$ cat src/rtl/count_ctrl.sv
// count_ctrl: command-driven up counter with one-shot and periodic modes
module count_ctrl #(
  parameter int WIDTH = 8
) (
  input  logic             clk,
  input  logic             reset,
  input  logic             cmd_valid,
  input  logic [1:0]       cmd_op,
  output logic             cmd_ready,
  input  logic [WIDTH-1:0] cfg_limit,
  input  logic             cfg_periodic,
  output logic [WIDTH-1:0] count,
  output logic             busy,
  output logic             tick,
  output logic             done
);
  typedef enum logic [2:0] {IDLE, LOAD, RUN, PAUSE, DONE} state_t;
  localparam logic [1:0] OP_START = 2'b00, OP_STOP = 2'b01, OP_PAUSE = 2'b10, OP_RESUME = 2'b11;
  state_t state, state_n;
  logic [WIDTH-1:0] count_n, limit_q, limit_n;
  logic periodic_q, periodic_n, tick_n, acc, at_limit;
  assign cmd_ready = reset & (state != LOAD);
  assign busy = (state == LOAD) | (state == RUN) | (state == PAUSE);
  assign done = state == DONE;
  assign acc = cmd_valid & cmd_ready;
  assign at_limit = count == limit_q;
  // next state: START/STOP override everything, then per-state counting rules
  always_comb begin
    state_n = state;
    count_n = count;
    limit_n = limit_q;
    periodic_n = periodic_q;
    tick_n = 1'b0;
    if (acc && cmd_op == OP_START) begin
      state_n = LOAD;
      count_n = '0;
      limit_n = cfg_limit;
      periodic_n = cfg_periodic;
    end else if (acc && cmd_op == OP_STOP) begin
      state_n = IDLE;
      count_n = '0;
    end else begin
      case (state)
        LOAD: begin
          state_n = RUN;
          count_n = '0;
        end
        RUN: begin
          if (at_limit && periodic_q) begin
            count_n = '0;
            tick_n = 1'b1;
            state_n = (acc && cmd_op == OP_PAUSE) ? PAUSE : RUN;
          end else if (at_limit) begin
            state_n = DONE;
          end else if (acc && cmd_op == OP_PAUSE) begin
            state_n = PAUSE;
          end else begin
            count_n = count + 1'b1;
          end
        end
        PAUSE: state_n = (acc && cmd_op == OP_RESUME) ? RUN : PAUSE;
        DONE: state_n = IDLE;
        default: state_n = state;
      endcase
    end
  end
  // state and datapath registers, cleared asynchronously
  always_ff @(posedge clk or negedge reset) begin
    if (!reset) begin
      state <= IDLE;
      count <= '0;
      limit_q <= '0;
      periodic_q <= 1'b0;
      tick <= 1'b0;
    end else begin
      state <= state_n;
      count <= count_n;
      limit_q <= limit_n;
      periodic_q <= periodic_n;
      tick <= tick_n;
    end
  end
endmodule

$ cat config.mk
export PLATFORM = sky130hd
export DESIGN_NAME = count_ctrl
export DESIGN_NICKNAME = d
export VERILOG_FILES = /design/src/rtl/count_ctrl.sv
export SDC_FILE = /design/constraint.sdc
export NUM_CORES = 1
export LEC_CHECK = 0
export CORE_UTILIZATION = 40
export CTS_CLUSTER_DIAMETER = 120
export DETAILED_ROUTE_END_ITERATION = 12
export PLACE_DENSITY = 0.76
export SLEW_MARGIN = 25
export SYNTH_ARGS = -nofsm -noshare
export SYNTH_HDL_FRONTEND = slang
export SYNTH_SLANG_ARGS = --single-unit
$ cat constraint.sdc
create_clock -name clk -period 1.7 [get_ports clk]
set_input_delay 0.255 -clock clk [delete_from_list [all_inputs] [get_ports clk]]
set_output_delay 0.255 -clock clk [all_outputs]
set_load 0.1 [all_outputs]
After elaboration in Yosys (flattened, before gate mapping)
Index checks and enable logic that the tools add are counted.
- output and inout bits: 12
- bits in registers: 21
- word-level logic and storage cells: 50
- reductions and logical operators: 10
- bitwise operators: 4
- $add $sub $neg: 1
- multiplexer cells: 18
- equal/unequal tests: 12
- operator list (kind ; number):
    8-bit 2-to-1 mux ; 5
    8-bit case mux with 2 select lines ; 1
    3-bit 2-to-1 mux ; 5
    3-bit case mux with 4 select lines ; 1
    8-bit by 1-bit adder with 8-bit output (second input constant) ; 1
    8-bit == test ; 1
    3-bit by 2-bit == test with 1-bit output (second input constant) ; 2
    1-bit 2-to-1 mux ; 6
    6-bit by 2-bit inequality test with 1-bit output (second input constant) ; 1
    6-bit nonzero test ; 1
    1-bit logical AND ; 5
    5-bit by 2-bit inequality test with 1-bit output (second input constant) ; 1
    5-bit inequality test (second input constant) ; 1
    2-bit == test (second input constant) ; 2
    4-bit nonzero test ; 1
    3-bit by 1-bit == test with 1-bit output (second input constant) ; 1
    3-bit == test (second input constant) ; 1
    3-bit by 1-bit inequality test with 1-bit output (second input constant) ; 1
    3-bit AND reduction ; 1
    1-bit AND ; 2
    2-bit by 1-bit == test with 1-bit output (second input constant) ; 1
    2-bit logical NOT ; 1
    1-bit OR ; 2
    2-bit AND reduction ; 1

Logic depth before layout (Yosys ltp)
Gate-level depths: netlist of the first run.
- word-level depth: 10
- gate-level depth with buffers: 6
- depth with buffers taken out: 5

Worst setup path after synthesis of the first run
Ideal clock, no wire load.
- kind: register to register
- start: register count[3]
- end: register count[2]
- setup slack: -0.787 ns
- buffers on the path: 0
- library setup time: 0.126 ns
- cell stages (with the launch flop): 6
- arrival: 2.361 ns
- cells stage by stage: dfrtp_1 > xor2_1 > nor4_4 > and4_4 > nor4_4 > a221o_1
- word-level cells in the longest chain between the ends: 6
- elaborated cells between the ends (all ways): 9
- ends and longest elaborated chain (what ; RTL line ; RTL):
    from (decl) ; 12 ; output logic [WIDTH-1:0] count,
    from (signal assigned) ; 77 ; count <= count_n;
    8-bit == test (*) ; 26 ; assign at_limit = count == limit_q;
    1-bit logical AND ; 49 ; if (at_limit && periodic_q) begin
    8-bit 2-to-1 mux ; 49 ;
    8-bit case mux with 2 select lines ; 43 ; case (state)
    8-bit 2-to-1 mux ; 39 ; end else if (acc && cmd_op == OP_STOP) begin
    8-bit 2-to-1 mux ; 34 ; if (acc && cmd_op == OP_START) begin
Mark *: on every way between the ends. The rest lies on a longest branch, timed or not.
A chain may end at the register's enable or synchronous reset.

Worst setup path in the final report of the first run
- start: register count[2]
- end: register count[5]
- word-level cells in the longest chain between the ends: 7
- elaborated cells between the ends (all ways): 12
- ends and longest elaborated chain (what ; RTL line ; RTL):
    8-bit by 1-bit adder with 8-bit output ; 58 ; count_n = count + 1'b1;
    8-bit 2-to-1 mux ; 55 ; end else if (acc && cmd_op == OP_PAUSE) begin
    8-bit 2-to-1 mux ; 53 ; end else if (at_limit) begin
    8-bit 2-to-1 mux ; 49 ;
    8-bit case mux with 2 select lines ; 43 ;
    8-bit 2-to-1 mux ; 39 ;
    8-bit 2-to-1 mux ; 34 ;
Parallel ways exist; a longest one is shown, timed or not. The select of a mux whose other input is x is not followed.

==> summary.md, run 1 <==
| Metric | Value |
|---|---|
| Top FF cell, synth | `dfrtp_1` |
| DR iter-0 viols | `38` |
| Overall Power | `3.45 mW` |
| Mapped Area | `around 1200 sq um` |
| Fin. max-slew vios | `0` |
| Share of cells above drive strength 1 | `between 50 and 60%` |
| Largest net degree at the start of global routing | `21` |
| Crit Path Max Fanout | `4` |
| Initial Util | `43.2%` |
| Warnings, synthesis | `0` |
| CTS Buf Count | `3` |
| Synthesized Nets | `121` |
| Most frequent cells in the layout | `buf_4 (37), dfrtp_1 (13), buf_12 (12)` |
| Post-synth EDFFs | `0` |
| Seq cells post-synth | `21` |
| Violated checks | `DRC, setup timing` |
| Number of antenna violations at the first check in global routing | `0` |
| Relative slew slack | `between 40% and 50%` |
| Final ANT Viol Nets | `0` |
| I/O pin count | `26` |
| Root Driver | `clkbuf_4` |
| Sink Count | `21` |
| Die footprint | `about 3300 sq um` |
| Hpwl dp | `2520 um` |
| Die Width | `roughly 57 um` |
| DR vias | `1190` |
| Arr. time, crit path | `2.16 ns` |
| Peak VDD IR | `between 0.001 and 0.0015 V` |
| First-pass GRT wire length | `~6300 um` |
| Final min period | `1.94 ns` |
| Status | `complete, but fails checks` |
| PortBufs | `25` |
| # H-tree levels | `1` |
| F_max | `between 0.5 and 0.6 GHz` |
| Final core utilization | `between 70% and 80%` |
| Crit path required time | `approximately 1.9 ns` |
| Max-Cap Viols | `0` |
| Most common cell after layout, fill and taps aside | `buf_4` |
| # diodes | `0` |
| Detailed Route WL | `3750 um` |
| Critical Path Sink Type | `register` |
| Kind of critical path | `reg -> reg` |
| CTS max path bufs | `2` |
| Gate Count Post-Synth | `between 100 and 150` |
| Drt pass-1 iters | `8` |
| Filler cells | `~170` |
| CTS tree | `yes` |
| Least-Margin Pin Slew | `between 0.8 and 0.9 ns` |
| Total gr overflow | `0` |
| Setup Skew | `just under 0.007 ns` |
| Post-synth ARST share | `100%` |
| Sequential element share of the synthesized area | `43.3%` |
| Worst skew pair latency | `approximately 0.33 ns` |
| Final Wtd Congestion | `roughly 0.8` |
| Leakage | `0.969 nW` |
| Period utilization | `114%` |
| Syn_area_per_cell | `approximately 11 sq um` |
| Row count | `19` |
| Vias in the first global route | `around 1300` |
| Vias per cell | `around 5.7` |
| Area grow syn2layout | `76.7%` |
| Slack of the critical path | `-0.241 ns` |
| WHS | `0.00949 ns` |
| Hold/Removal Path Class | `in -> async` |
| Die Ht | `about 57 um` |
| Crit start category | `register` |
| Final setup fails | `12` |
| Nets | `around 200` |
| Routed length per instance | `between 15 and 20 um` |
| Synth unique cells | `39` |
| Clock slew at the register clock pins of the worst setup and hold paths | `between 0.1 and 0.15 ns` |
| DRC violations left | `2` |
| Final Hold Fails | `0` |
| P per Cell Area | `between 1500 and 2000 nW/um^2` |
| Core ar. | `roughly 2800 sq um` |
| Gr usage total | `25.4%` |
| RSZ-0062 raised after global routing | `yes` |
[per-stage QoR]
stage,setup slack (ns),setup TNS (ns),instances,instance area [sq um]
after floorplan,-0.381,-2.82,106,1250
after global placement,-0.291,-4.58,197,1930
after detailed placement,-0.382,-5.90,197,1930
after CTS,-0.202,-1.55,208,2090
after global routing,-0.320,-2.96,210,2140
final,-0.241,-1.79,210,2140
[synth_stat cells, drive strengths merged, types with 2 or more instances]
library cell | n | area, sq um
o21ai | 2 | 10.0
dfrtp | 21 | 526
a22o | 3 | 26.3
a31oi | 3 | 18.8
nor4 | 3 | 63.8
buf | 2 | 12.5
nor3b | 2 | 31.3
nand3b | 2 | 15.0
xor2 | 10 | 87.6
nor2b | 2 | 12.5
and2 | 2 | 12.5
a221o | 3 | 30.0
a21oi | 2 | 13.8
nor2 | 12 | 45.0
mux2 | 10 | 113
and3 | 2 | 13.8
nand3 | 3 | 15.0
nand2 | 6 | 22.5
[report_power, final]
group	total (mW)	switching (mW)	leakage (nW)	internal, mW
logic	2.32	1.19	0.701	1.13
clock network	0.270	0.179	0.0139	0.0903
registers	0.859	0.180	0.254	0.679
total	3.45	1.55	0.969	1.90
[path summary, 6_finish.rpt]
check,endpoint,startpoint,slack (ns),depth (start not counted)
min reg2reg,limit_q[7],limit_q[7],0.56,1
min in group clk,limit_q[0],cfg_limit[0],0.52,2
min,state[0],reset,0.009,3
max in group asynchronous,count[4],reset,0.28,3
max,count[5],count[2],-0.24,7
max reg2reg,count[5],count[2],-0.24,7
[kinds of logic (layout without fill, tap and decap cells)]
| group | count (synthesis) | after routing | share of synthesized area [%] |
|---|---|---|---|
| xor+xnor | 10 | 10 | 7.22 |
| mux | 10 | 10 | 9.29 |
| compound gates | 21 | 21 | 14.1 |
| simple gates | 41 | 41 | 23.9 |
| fa+ha+maj | 1 | 1 | 1.03 |
| buf+inv | 2 | 75 | 1.03 |
| flops | 21 | 21 | 43.3 |
[metal layers]
layer | GRT usage, % | up-vias | wire length (um)
li1 | - | 538 | -
met1 | 32.2 | 591 | 1620
met2 | 42.0 | 48 | 1840
met3 | 4.76 | 13 | 178
met4 | 12.2 | 0 | 112
met5 | 0 | - | 0
[state kept, by name (all words and copies together), names as in the netlist]
| signal | cells |
|---|---|
| limit_q | 8 |
| tick | 1 |
| state | 3 |
| count | 8 |
| periodic_q | 1 |
[critical path, cell delays in order (launching register included)]
cell and delay [ns]:
dfrtp_4 0.52, xor2_2 0.16, nor4_4 0.25, buf_4 0.20, buf_6 0.11, a31oi_2 0.12
and3_1 0.20, a221o_1 0.28
[repair_timing]
item | 4_1_cts | 5_1_grt
endpoints found under the hold margin | 0 | 19
cloned | 0 | 0
hold buffers | 0 | 1
resized for setup | 12 | 10
buffers inserted | 9 | 1
pin swaps | 9 | 3
endpoints found under the setup margin | 22 | 23
[layout make-up]
class | count | area [sq um] | share of cell area [%]
Clock buffer | 3 | 22.5 | 1.05
Sequential cell | 21 | 551 | 25.7
Timing Repair Buffer | 71 | 753 | 35.2
Clock inverter | 1 | 7.51 | 0.350
Multi-Input combinational cell | 83 | 769 | 35.9
Tap cell | 31 | 38.8 | 1.81
(Power assumes the default switching activity.)
==> inputs of run 2 (changes only) <==
--- a/config.mk
+++ b/config.mk
@@ -5,6 +5,7 @@
 export SDC_FILE = /design/constraint.sdc
 export NUM_CORES = 1
 export LEC_CHECK = 0
+export CORE_ASPECT_RATIO = 0.8
 export CORE_UTILIZATION = 40
 export CTS_CLUSTER_DIAMETER = 120
 export DETAILED_ROUTE_END_ITERATION = 12
==> run 2 against run 1 <==
Compared with the run above:
- the flow finishes with violations (setup timing)
- worst hold slack improved by 0.16 ns
- clock-buffer cell count did not move
- global-route usage fell by 3.3 points
- register-to-register slack improved by 0.02 ns
- sequential power rose by 2%
- clock power rose by 25%
- cell count fell by 2.4%
- die area barely moved
- routed wire length fell by 2.8%
- via count fell by 4.8%
- critical path type unchanged
- critical endpoint is now count[2]
==> summary.md, run 2 (synthesis results as in run 1) <==
| Metric | Value |
|---|---|
| Status | `complete, but fails checks` |
| Violated checks | `setup timing` |
| Vias per cell | `roughly 5.5` |
| Total gr overflow | `0` |
| Crit path largest cell delay | `0.51 ns` |
| Root Driver | `clkbuf_8` |
| Clock slew at the register clock pins of the worst setup and hold paths | `roughly 0.080 ns` |
| Max-Cap Viols | `0` |
| Worst r2r path cells | `7` |
| Final setup fails | `9` |
| I/O pin count | `26` |
| Vias in the first global route | `~1100` |
| Die Width | `~64 um` |
| First-pass GRT wire length | `~5300 um` |
| Crit-path slowest cell | `dfrtp_4` |
| Worst R2R End | `count[2]` |
| Area after DPL | `roughly 1900 sq um` |
| Slack of the critical path | `-0.220 ns` |
| Crit start category | `register` |
| Sink Count | `21` |
| Worst flop-to-flop path startpoint | `count[0]` |
| Nets | `~180` |
| # H-tree levels | `1` |
| DRC violations left | `0` |
| # diodes | `0` |
| Crit Path Max Fanout | `6` |
| Hold/Removal Path Class | `in -> async` |
| CP bufs+invs | `2` |
| Gr usage total | `between 20 and 25%` |
| WHS | `between 0.15 and 0.2 ns` |
| Number of antenna violations at the first check in global routing | `0` |
| Final ANT Viol Nets | `0` |
| CTS tree | `yes` |
| Core ar. | `approximately 2800 sq um` |
| CTS max path bufs | `2` |
| PortBufs | `25` |
| Pre-CTS setup slack | `-0.257 ns` |
| Setup Skew | `~0.011 ns` |
| Area grow syn2layout | `70.5%` |
| Crit path required time | `about 1.9 ns` |
| Initial Util | `43.2%` |
| Fin. max-slew vios | `0` |
| Relative slew slack | `between 60% and 70%` |
| R2r setup slk | `-0.22 ns` |
| Detailed Route WL | `3640 um` |
| Regs by FF count | `count (8), limit_q (8), state (3)` |
| Leakage | `0.917 nW` |
| Final Hold Fails | `0` |
| Crit-path cells | `xor2_2 > nor4_4 > buf_6 > buf_4 > a211oi_4 > and3b_1 > a221o_1` |
| Most common cell after layout, fill and taps aside | `buf_4` |
| Worst skew pair latency | `between 0.2 and 0.3 ns` |
| F_max | `0.521 GHz` |
| Kind of critical path | `reg -> reg` |
| Largest net degree at the start of global routing | `20` |
| Top Family by Delay on Critical Path | `flip-flops` |
| Peak VDD IR | `roughly 0.0011 V` |
| Critical Path Sink Type | `register` |
| DR vias | `between 1000 and 1500` |
| Die Ht | `between 50 and 60 um` |
| Routed length per instance | `roughly 18 um` |
| Hpwl dp | `about 2400 um` |
| Final min period | `1.92 ns` |
| Die footprint | `around 3300 sq um` |
| P per Cell Area | `between 1500 and 2000 nW/um^2` |
| Cell area after layout | `a little over 2000 sq um` |
| CTS Buf Count | `3` |
| DR iter-0 viols | `between 70 and 80` |
| Row count | `17` |
| Share of cells above drive strength 1 | `a little over half` |
| RSZ-0062 raised after global routing | `yes` |
| Drt pass-1 iters | `4` |
| Period utilization | `113%` |
| Most frequent cells in the layout | `buf_4 (27), buf_12 (13), dfrtp_1 (12)` |
| Least-Margin Pin Slew | `~0.47 ns` |
| Arr. time, crit path | `around 2.1 ns` |
| Final Wtd Congestion | `approximately 0.85` |
[run 2: changes by cell type in the layout (fill, tap and decap cells not counted), sizes merged]
cell,before,now
buf,57,46
dlygate4sd3,1,0
clkinv,0,1
dlygate4sd2,0,1
clkdlybuf4s50,11,10
clkinvlp,1,0
[run 2: per-stage QoR]
step	power (mW)	TNS (ns)	std cells	util (%)
floorplan	1.99	-2.82	106	-
global placement	2.72	-3.79	199	67.6
detailed placement	2.79	-4.38	199	67.6
CTS	3.18	-1.20	203	70.5
global route	3.49	-1.96	205	73.6
finish	3.36	-1.54	205	73.6
[run 2: timing repair]
action | in CTS | in global routing
pin swaps | 1 | 3
endpoints found under the setup margin | 10 | 19
gates resized for setup | 7 | 16
setup buffers | 0 | 2
hold buffers | 0 | 0
[run 2: report_power, final]
group	total, mW	switching [mW]	internal, mW
combinational	2.14	1.15	0.992
sequential	0.878	0.197	0.681
clock	0.337	0.173	0.164
[run 2: cell type report]
class | count | area (sq um)
multi-input combinational | 83 | 757
fill | 177 | 741
timing repair buffer | 59 | 664
sequential | 21 | 552
tap | 38 | 47.5
clock buffer | 3 | 41.3
clock inverter | 1 | 5.00
[run 2: how the worst max path moves through the flow]
stage | end | startpoint | slack, ns | depth (start not counted)
detailed placement | count[2] | reset | -0.26 | 6
finish | count[2] | count[0] | -0.22 | 7
CTS | count[1] | count[0] | -0.19 | 6
global placement | limit_q[3] | reset | -0.23 | 6
global route | count[3] | count[0] | -0.28 | 6
floorplan | count[5] | count[0] | -0.38 | 5
[run 2: layer usage]
metal | vias up | GRT usage, % | part of all wire (%) | wire length (um)
met5 | - | 0 | 0 | 0
met4 | 0 | 10.6 | 2.1 | 75
met3 | 11 | 6.25 | 7.2 | 262
met2 | 52 | 34.4 | 51 | 1840
met1 | 558 | 28.5 | 40 | 1460
li1 | 512 | - | - | -
==> inputs of run 3 (changes only) <==
--- a/config.mk
+++ b/config.mk
@@ -9,7 +9,7 @@
 export CORE_UTILIZATION = 40
 export CTS_CLUSTER_DIAMETER = 120
 export DETAILED_ROUTE_END_ITERATION = 12
-export PLACE_DENSITY = 0.76
+export PLACE_DENSITY = 0.73
 export SLEW_MARGIN = 25
 export SYNTH_ARGS = -nofsm -noshare
 export SYNTH_HDL_FRONTEND = slang
==> constraint.sdc (replaced) <==
create_clock -name clk -period 2.3 [get_ports clk]
set_input_delay 0.345 -clock clk [delete_from_list [all_inputs] [get_ports clk]]
set_output_delay 0.345 -clock clk [all_outputs]
set_load 0.1 [all_outputs]
==> run 3 against run 2 <==
Compared with the run above:
- the flow now finishes without violations
- via count down 17%
- utilization down 18 points
- cell count down 14%
- first-iteration DRC count down 54%
- die area unchanged
- clock-buffer cell count up 1
- register-to-register slack better by 0.46 ns
- maximum frequency down 7.0%
- total power down 42%
- routed wire length down 28%
- worst hold slack better by 0.12 ns
- clock power down 29%
==> summary.md, run 3 (synthesis results as in run 1) <==
| Metric | Value |
|---|---|
| Sink Count | `21` |
| Final Wtd Congestion | `around 0.89` |
| Final Hold Fails | `0` |
| I/O pin count | `26` |
| Pre-CTS setup slack | `between 0.15 and 0.2 ns` |
| Area grow syn2layout | `29.9%` |
| WHS | `about 0.28 ns` |
| Die footprint | `roughly 3300 sq um` |
| F_max | `0.485 GHz` |
| # H-tree levels | `1` |
| Clock slew at the register clock pins of the worst setup and hold paths | `around 0.08 ns` |
| Setup TNS | `0 ns` |
| Drt pass-1 iters | `4` |
| Row count | `17` |
| Final ANT Viol Nets | `0` |
| Critical Path Sink Type | `register` |
| Vias per cell | `~5.3` |
| Overall Power | `roughly 2 mW` |
| DR vias | `940` |
| First-pass GRT wire length | `approximately 4500 um` |
| Kind of critical path | `reg -> reg` |
| Die Width | `63.6 um` |
| Final core utilization | `between 50% and 60%` |
| Hold buffers post-CTS | `0` |
| Hold/Removal Path Class | `in -> async` |
| Root Driver | `clkbuf_8` |
| Crit path required time | `between 2 and 3 ns` |
| DRC violations left | `0` |
| Leakage | `between 0.6 and 0.7 nW` |
| Crit Path Max Fanout | `7` |
| Routed length per instance | `roughly 15 um` |
| Total gr overflow | `0` |
| Nets | `between 150 and 200` |
| P per Cell Area | `1230 nW/um^2` |
| Met2 WL | `around 1200 um` |
| Initial Util | `about 43%` |
| R2r setup slk | `0.24 ns` |
| Slack of the critical path | `0.236 ns` |
| Largest net degree at the start of global routing | `22` |
| Most common cell after layout, fill and taps aside | `buf_4` |
| # diodes | `0` |
| Max-Cap Viols | `0` |
| CTS Buf Count | `3` |
| Final setup fails | `0` |
| Worst r2r path cells | `5` |
| Setup bufs post-CTS | `0` |
| Vias in the first global route | `944` |
| Arr. time, crit path | `roughly 2.3 ns` |
| Max layer used | `met4` |
| Worst R2R End | `count[2]` |
| DR iter-0 viols | `35` |
| # resized after CTS | `0` |
| Number of antenna violations at the first check in global routing | `0` |
| Metal-1 WL | `1240 um` |
| Period utilization | `about 90%` |
| Least-Margin Pin Slew | `about 0.48 ns` |
| Met3 wire len | `about 100 um` |
| Worst flop-to-flop path startpoint | `count[3]` |
| RSZ-0062 raised after global routing | `no` |
| Worst Setup EP | `count[2]` |
| Worst skew pair latency | `between 0.2 and 0.3 ns` |
| CTS max path bufs | `2` |
| Die Ht | `a little over 50 um` |
| Detailed Route WL | `2610 um` |
| Hpwl dp | `2040 um` |
| Most frequent cells in the layout | `buf_4 (16), clkdlybuf4s50_1 (13), dfrtp_1 (13)` |
| Fin. max-slew vios | `0` |
| Peak VDD IR | `0.000486 V` |
| Share of cells above drive strength 1 | `between 30% and 40%` |
| Core ar. | `2810 sq um` |
| CTS tree | `yes` |
| Final min period | `2.06 ns` |
| Relative slew slack | `around two thirds` |
| Gr usage total | `between 10% and 20%` |
| Setup Skew | `around 0.0055 ns` |
| CP startpoint | `count[3]` |
| Status | `finished, final reports clean` |
| Crit start category | `register` |
| PortBufs | `25` |
| Regs by FF count | `count (8), limit_q (8), state (3)` |
run 3: cell count changes in the layout (fill, tap and decap cells not counted), sizes merged:
cell,delta
clkbuf,+1
clkinv,-1
dlymetal6s2s,-2
clkdlybuf4s50,+3
dlygate4sd2,-1
buf,-29
run 3: critical path, cell delays in order, from the launching register on:
cell     delay, ns
dfrtp_2       0.47
xor2_1        0.18
nor4_4        0.50
a21oi_2       0.16
nor4_4        0.46
a221o_1       0.23
run 3: final cells by class:
class,count,area (sq um)
fillers,257,1230
flip-flops and latches,21,536
well taps,38,47.5
clock buffers,4,45.0
repair buffers,30,270
multi-input cells,83,677
run 3: metrics by stage:
stage               instance area (sq um)  std cells
floorplan                            1220        106
global placement                     1530        172
detailed placement                   1530        172
CTS                                  1580        176
global route                         1580        176
finish                               1580        176
run 3: where the power goes:
part           switching, mW  total (mW)  internal, mW  leakage [nW]
registers              0.152       0.645         0.493         0.256
logic                  0.648        1.06         0.410         0.418
clock network          0.115       0.239         0.123        0.0228
run 3: worst min-delay path by stage:
stage,slack [ns],endpoint,cells after the start
6_report,0.28,state[0],1
5_1_grt,0.29,state[0],1
3_5_place_dp,0.52,limit_q[6],1
3_3_place_gp,0.51,limit_q[5],1
4_1_cts,0.28,state[0],1
2_1_floorplan,0.05,count[0],0
run 3: per-layer routing:
metal	up-vias	track usage, %
met3	6	4.91
met4	0	6.06
met1	454	23.1
li1	458	-
met2	22	30.1
met5	-	0
